$ cat src/rtl/cr_had_pkg.sv
// rtl/cr_had_pkg.sv - shared types and constants for the HAD breakpoint controller
package cr_had_pkg;

   typedef enum logic [2:0] {
      ST_IDLE,
      ST_HALT_REQ,
      ST_BKPT_REQ,
      ST_DEBUG,
      ST_STEP
   } had_state_e;

   localparam logic ACT_DBG = 1'b0;
   localparam logic ACT_EXP = 1'b1;

   // Opcode the IFU substitutes for a matched fetch
   localparam logic [31:0] EBREAK = 32'h00100073;

endpackage

$ cat src/rtl/cr_had_bkpt_cmp.sv
// rtl/cr_had_bkpt_cmp.sv - one PC comparator with its config registers
// Optional masked compare under HAD_BKPT_MASK_EN.
module cr_had_bkpt_cmp
   import cr_had_pkg::*;
#(
   parameter int PC_WIDTH = 32,
   parameter int IDXW     = 1,
   parameter int IDX      = 0
) (
   input  logic                  clk,
   input  logic                  rst,
   input  logic                  cfg_wr_vld,
   input  logic [IDXW-1:0]       cfg_wr_idx,
   input  logic [PC_WIDTH-1:1]   cfg_wr_addr,
   input  logic                  cfg_wr_en,
   input  logic                  cfg_wr_exp,
`ifdef HAD_BKPT_MASK_EN
   input  logic [PC_WIDTH-1:1]   cfg_wr_mask,
`endif
   input  logic                  match_vld,
   input  logic [PC_WIDTH-1:1]   fetch_addr,
   output logic                  hit,
   output logic                  exp_act
);

   logic [PC_WIDTH-1:1] addr_q;
   logic                en_q;
   logic                exp_q;
   logic                sel;
   logic                addr_eq;

   assign sel = cfg_wr_vld && (cfg_wr_idx == IDXW'(IDX));

`ifdef HAD_BKPT_MASK_EN
   logic [PC_WIDTH-1:1] mask_q;

   always_ff @(posedge clk) begin
      if (rst)      mask_q <= '0;
      else if (sel) mask_q <= cfg_wr_mask;
   end

   assign addr_eq = (((fetch_addr ^ addr_q) & ~mask_q) == '0);
`else
   assign addr_eq = (fetch_addr == addr_q);
`endif

   always_ff @(posedge clk) begin
      if (rst) begin
         addr_q <= '0;
         en_q   <= 1'b0;
         exp_q  <= ACT_DBG;
      end else if (sel) begin
         addr_q <= cfg_wr_addr;
         en_q   <= cfg_wr_en;
         exp_q  <= cfg_wr_exp;
      end
   end

   assign hit     = match_vld & en_q & addr_eq;
   assign exp_act = exp_q;

endmodule

$ cat src/rtl/cr_had_bkpt_ctrl.sv
// rtl/cr_had_bkpt_ctrl.sv - HAD breakpoint/halt request controller (top)
// Define HAD_BKPT_MASK_EN for per-comparator address masks.
module cr_had_bkpt_ctrl
   import cr_had_pkg::*;
#(
   parameter  int BKPT_NUM = 2,
   parameter  int PC_WIDTH = 32,
   localparam int IDXW     = (BKPT_NUM > 1) ? $clog2(BKPT_NUM) : 1
) (
   input  logic                  forever_cpuclk,
   input  logic                  cpurst,
   input  logic                  dbg_halt_req,
   input  logic                  dbg_resume_req,
   input  logic                  cfg_wr_vld,
   input  logic [IDXW-1:0]       cfg_wr_idx,
   input  logic [PC_WIDTH-1:1]   cfg_wr_addr,
   input  logic                  cfg_wr_en,
   input  logic                  cfg_wr_exp,
`ifdef HAD_BKPT_MASK_EN
   input  logic [PC_WIDTH-1:1]   cfg_wr_mask,
`endif
   input  logic                  cfg_step_en,
   input  logic                  cfg_mbee,
   input  logic                  ifu_had_fetch_vld,
   input  logic [PC_WIDTH-1:0]   ifu_had_fetch_pc,
   input  logic                  ifu_had_inst_dbg_disable,
   input  logic                  iu_had_bkpt_ack,
   input  logic                  iu_had_retire_vld,
   output logic                  had_core_dbg_mode_req,
   output logic                  had_ifu_inst_bkpt_dbq_req,
   output logic                  had_ifu_inst_bkpt_dbqexp_req,
   output logic                  had_yy_xx_dp_index_mbee,
   output logic                  had_dbg_mode,
   output logic                  had_bkpt_hit_vld,
   output logic [IDXW-1:0]       had_bkpt_hit_idx
);

   had_state_e          state, state_nxt;
   logic [BKPT_NUM-1:0] hit;
   logic [BKPT_NUM-1:0] exp_act;
   logic                match_vld;
   logic                any_hit;
   logic [IDXW-1:0]     hit_idx_c;
   logic                hit_exp_c;
   logic                act_q, act_nxt;
   logic                take_bkpt;
   logic                clr_hit;
   logic                unused_pc0;

   // Halfword-aligned fetch: bit 0 never takes part in the compare
   assign unused_pc0 = ifu_had_fetch_pc[0];
   assign match_vld  = ifu_had_fetch_vld & ~ifu_had_inst_dbg_disable;

   for (genvar g = 0; g < BKPT_NUM; g++) begin : g_cmp
      cr_had_bkpt_cmp #(
         .PC_WIDTH (PC_WIDTH),
         .IDXW     (IDXW),
         .IDX      (g)
      ) u_cmp (
         .clk         (forever_cpuclk),
         .rst         (cpurst),
         .cfg_wr_vld  (cfg_wr_vld),
         .cfg_wr_idx  (cfg_wr_idx),
         .cfg_wr_addr (cfg_wr_addr),
         .cfg_wr_en   (cfg_wr_en),
         .cfg_wr_exp  (cfg_wr_exp),
`ifdef HAD_BKPT_MASK_EN
         .cfg_wr_mask (cfg_wr_mask),
`endif
         .match_vld   (match_vld),
         .fetch_addr  (ifu_had_fetch_pc[PC_WIDTH-1:1]),
         .hit         (hit[g]),
         .exp_act     (exp_act[g])
      );
   end

   // Scan downwards so the lowest matching index is the one left standing
   always_comb begin
      any_hit   = 1'b0;
      hit_idx_c = '0;
      hit_exp_c = ACT_DBG;
      for (int i = BKPT_NUM - 1; i >= 0; i--) begin
         if (hit[i]) begin
            any_hit   = 1'b1;
            hit_idx_c = IDXW'(i);
            hit_exp_c = exp_act[i];
         end
      end
   end

   always_comb begin
      state_nxt = state;
      take_bkpt = 1'b0;
      clr_hit   = 1'b0;
      case (state)
         ST_IDLE: begin
            if (dbg_halt_req) begin
               state_nxt = ST_HALT_REQ;
            end else if (any_hit) begin
               state_nxt = ST_BKPT_REQ;
               take_bkpt = 1'b1;
            end
         end
         ST_HALT_REQ: begin
            if (iu_had_bkpt_ack) state_nxt = ST_DEBUG;
         end
         ST_BKPT_REQ: begin
            if (iu_had_bkpt_ack) state_nxt = (act_q == ACT_EXP) ? ST_IDLE : ST_DEBUG;
         end
         ST_DEBUG: begin
            if (dbg_resume_req) begin
               if (cfg_step_en) begin
                  state_nxt = ST_STEP;
               end else begin
                  state_nxt = ST_IDLE;
                  clr_hit   = 1'b1;
               end
            end
         end
         ST_STEP: begin
            if (iu_had_retire_vld) state_nxt = ST_HALT_REQ;
         end
         default: state_nxt = ST_IDLE;
      endcase
      act_nxt = take_bkpt ? hit_exp_c : act_q;
   end

   always_ff @(posedge forever_cpuclk) begin
      if (cpurst) begin
         state                        <= ST_IDLE;
         act_q                        <= ACT_DBG;
         had_core_dbg_mode_req        <= 1'b0;
         had_ifu_inst_bkpt_dbq_req    <= 1'b0;
         had_ifu_inst_bkpt_dbqexp_req <= 1'b0;
         had_yy_xx_dp_index_mbee      <= 1'b0;
         had_dbg_mode                 <= 1'b0;
         had_bkpt_hit_vld             <= 1'b0;
         had_bkpt_hit_idx             <= '0;
      end else begin
         state                        <= state_nxt;
         act_q                        <= act_nxt;
         had_core_dbg_mode_req        <= (state_nxt == ST_HALT_REQ);
         had_ifu_inst_bkpt_dbq_req    <= (state_nxt == ST_BKPT_REQ) && (act_nxt == ACT_DBG);
         had_ifu_inst_bkpt_dbqexp_req <= (state_nxt == ST_BKPT_REQ) && (act_nxt == ACT_EXP);
         had_yy_xx_dp_index_mbee      <= cfg_mbee;
         had_dbg_mode                 <= (state_nxt == ST_DEBUG);
         if (take_bkpt) begin
            had_bkpt_hit_vld <= 1'b1;
            had_bkpt_hit_idx <= hit_idx_c;
         end else if (clr_hit) begin
            had_bkpt_hit_vld <= 1'b0;
         end
      end
   end

endmodule

$ cat config.mk
export PLATFORM = sky130hd
export DESIGN_NAME = cr_had_bkpt_ctrl
export DESIGN_NICKNAME = d
export VERILOG_FILES = /design/src/rtl/cr_had_pkg.sv /design/src/rtl/cr_had_bkpt_cmp.sv /design/src/rtl/cr_had_bkpt_ctrl.sv
export SDC_FILE = /design/constraint.sdc
export NUM_CORES = 1
export LEC_CHECK = 0
export CORE_UTILIZATION = 25
export DETAILED_ROUTE_END_ITERATION = 7
export SYNTH_ARGS = -nofsm -noshare
export SYNTH_HDL_FRONTEND = slang
export SYNTH_HIERARCHICAL = 1
export SYNTH_SLANG_ARGS = --single-unit
$ cat constraint.sdc
create_clock -name forever_cpuclk -period 3 [get_ports forever_cpuclk]
set_clock_uncertainty 0.1 [all_clocks]
set_input_delay 0.45 -clock forever_cpuclk [delete_from_list [all_inputs] [get_ports forever_cpuclk]]
set_output_delay 0.45 -clock forever_cpuclk [all_outputs]
set_load 0.01 [all_outputs]
==> summary.txt <==
Drt
  – Final antenna-violating net count: 0
  – Pre-antenna DRT Iters: 4
  – Final wirelength: 9924 um
  – Via Count: 3064
  – DRC viols: 0
  – WL per Instance: about 15 um
  – Vias/cell: 4.499
  – DR iter-0 viols: 213

Clocking
  – Cts hold-fix bufs: 0
  – Clock Sinks: 77
  – Number of buffers created by CTS: 9
  – Clk pin slew, worst setup/hold paths: 0.06 ns
  – Clock latency on the worst-skew pair: between 0.3 and 0.4 ns
  – Max Root-Sink Buffers: 2
  – H-Tree Depth: 3
  – # resized after CTS: 0
  – Root buffer cell: clkbuf_16
  – Post-CTS setup buffer count: 0
  – CTS tree: built

Global routing
  – Initial antenna violation count: 0
  – Pin count of the biggest net entering global routing: 34
  – Vias in the first global route: 3022
  – Global-route wire length before repair: 15770 um
  – GRT overflow: 0
  – GRT Util Overall: 14.76%

Timing
  – Final hold violation count: 0
  – RSZ-0062 raised after global routing: false
  – Highest clock rate: about 380 MHz
  – Worst slew margin: 60.86%
  – Number of max-slew violations in the final report: 0
  – Part of the cycle the worst path needs: between 80% and 90%
  – Final setup vio count: 0
  – Min Hold Slack: 0.3564 ns
  – TNS Setup: 0 ns
  – Worst-Margin Slew: roughly 0.59 ns
  – Fin crit period: roughly 2.6 ns
  – Fin worst setup slack: 0.3699 ns

Placement
  – Placed instance count: about 670
  – Port bufs: 82
  – Post-place setup slack: 0.03847 ns
  – Post-DP HPWL: 7185 um
  – Final Wtd Congestion: 0.7966

Worst setup path
  – CP Class: in -> reg
  – Critical path startpoint category: input pin
  – Origin of the critical flop-to-flop path: g_cmp[1].u_cmp/addr_q[18]
  – Endpoint class of the critical path: register
  – Crit path arrival time: 2.73 ns
  – FF-to-FF setup slack: 0.65 ns
  – CP required: between 3 and 4 ns
  – Reg2Reg Depth: 7
  – Crit path max fanout: 7
  – R2R Path End: act_q

Layout
  – Area Growth Syn to Fin: 39.85%
  – Share of cells above drive strength 1: 5.941%
  – Finished Layout Cells: 681
  – Final Util: 35.97%
  – Fillers: 1331
  – Number of diodes: 0
  – Nets: 578

Min path
  – Hold path depth: 2
  – Hold Crit Class: reg -> reg
  – Beginning of the worst hold path: g_cmp[0].u_cmp/en_q
  – Hold Crit Endpoint: g_cmp[0].u_cmp/en_q

Power
  – Max IR drop VDD: 320.2 uV
  – Sequential power share: 39.9%
  – Clock share of power: 47.9%
  – Cell Pwr Density: roughly 580 nW/um2
  – Switching share of power: between 20% and 30%
  – Int Pwr: 2136 uW
  – Comb power frac: 12.2%
  – Leak: 0.001747 uW
  – Psw: 619.1 uW

Yosys
  – Largest area contributor in the netlist: dfxtp_1
  – Cell area after synthesis: about 3400 um2
  – Synthesized flop and latch total: 77
  – Post-synthesis sequential area ratio: 45.08%
  – Synthesized instance count: 425
  – Yosys warning count: 6
  – Top cell type's share of synthesized area: a little under half
  – Cell variety after synth: 31
  – Synthesized net count: between 500 and 600
  – Post-Syn Area per Cell: 8.046 um2
  – Largest cells by area after synthesis: dfxtp_1, nand2_1, a21oi_1, xor2_1, xnor2_1

Die
  – Standard cell core area: 13300 um2
  – # IOs: 84
  – FP Rows: 42
  – Die X-Extent: 119.0 um
  – Die height: 119.0 um
  – Full die area: 14150 um2
  – Initial Util: 25.72%

Status
  – Status: completed

Run
  – Max Cap Viol: 0
[synthesized netlist by cell type]
cell type	n
nand3_1	3
nor3b_2	1
inv_1	2
and2_4	1
nor4_2	3
a21boi_1	1
xor2_1	36
xnor2_1	26
or4_1	2
o22a_1	1
nand3b_1	1
buf_1	3
mux2i_1	1
nor2b_1	6
and3b_1	1
dfxtp_1	77
nor4_1	8
a2bb2oi_1	1
nand4_1	8
a22oi_1	1
o31ai_1	2
o21ai_2	1
and2_1	1
o221ai_1	1
o21a_1	1
a21oi_1	68
nand2b_1	3
nand2_1	135
nor2_1	8
o32a_1	1
clkbuf_1	21
[registers in the layout, indices dropped and copies added (netlist names)]
name,flops
had_ifu_inst_bkpt_dbq_req,1
g_cmp.u_cmp/addr_q,62
had_core_dbg_mode_req,1
g_cmp.u_cmp/en_q,2
act_q,1
had_yy_xx_dp_index_mbee,1
g_cmp.u_cmp/exp_act,2
had_ifu_inst_bkpt_dbqexp_req,1
had_bkpt_hit_vld,1
state,3
had_dbg_mode,1
had_bkpt_hit_idx,1
[per-stage QoR]
| step | instance area [um2] | total power [uW] |
|---|---|---|
| 4_1_cts | 4782 | 2783 |
| 6_report | 4782 | 2756 |
| 5_1_grt | 4782 | 2878 |
| 3_5_place_dp | 4420 | 1460 |
| 2_1_floorplan | 3420 | 1275 |
| 3_3_place_gp | 4420 | 1453 |
[power by group through the flow]
stage	Sequential, uW	Combinational [uW]	Clock, uW
after CTS	1100	341	1340
after floorplan	1120	157	0
after global routing	1100	368	1410
after global placement	1120	334	0
after detailed placement	1120	338	0
final	1100	337	1320
[per-layer routing]
metal | GRT usage (%) | wire [um]
met3 | 4.646 | 457
met5 | 0 | 0
met1 | 18.45 | 4523
met2 | 23.90 | 4731
met4 | 4.984 | 212
[cell type report]
cell class              instances  area (um2)  area share (%)
multi-input cells             322        1783           37.28
flip-flops and latches         77        1541           32.23
repair buffers                 89       868.3           18.16
clock buffers                   9       225.2           4.710
well taps                     176       220.2           4.605
clock inverters                 6       136.4           2.852
inverters                       2       7.507          0.1570
[layout by cell type, fill, tap and decap left out, types with 3 or more instances in the layout]
cell type and instances:
a21oi_1 68, buf_4 7, bufinv_16 4, clkbuf_16 9, clkdlybuf4s50_1 81, dfxtp_1 77
nand2_1 135, nand2b_1 3, nand3_1 3, nand4_1 8, nor2_1 8, nor2b_1 5
nor4_1 8, nor4_2 3, xnor2_1 26, xor2_1 36
[worst max path at each step]
stage	start	to	slack [ns]	cells past startpoint
floorplan	ifu_had_fetch_vld	act_q	0.78	8
global placement	ifu_had_fetch_vld	act_q	0.07	8
detailed placement	ifu_had_fetch_vld	act_q	0.04	8
CTS	ifu_had_fetch_vld	act_q	0.36	8
global route	ifu_had_fetch_pc[11]	act_q	0.23	8
finish	ifu_had_fetch_pc[22]	act_q	0.37	8
[kinds of logic (layout without fill, tap and decap cells)]
| logic type | after synthesis | count (layout) | share of synthesized area (%) |
|---|---|---|---|
| simple gates | 181 | 181 | 23.53 |
| xor+xnor | 62 | 62 | 15.88 |
| mux | 1 | 1 | 0.2927 |
| flops | 77 | 77 | 45.08 |
| buf+inv | 26 | 106 | 2.854 |
| compound gates | 78 | 78 | 12.37 |
[worst max-delay path, cell delays in order]
cell and delay, ns:
clkdlybuf4s50_1 0.50, xor2_1 0.19, nor4_1 0.41, nand4_1 0.18
nor4_2 0.46, o21ai_2 0.20, nand2b_1 0.19, nor3b_2 0.16
Power figures use the tool's default switching activity.
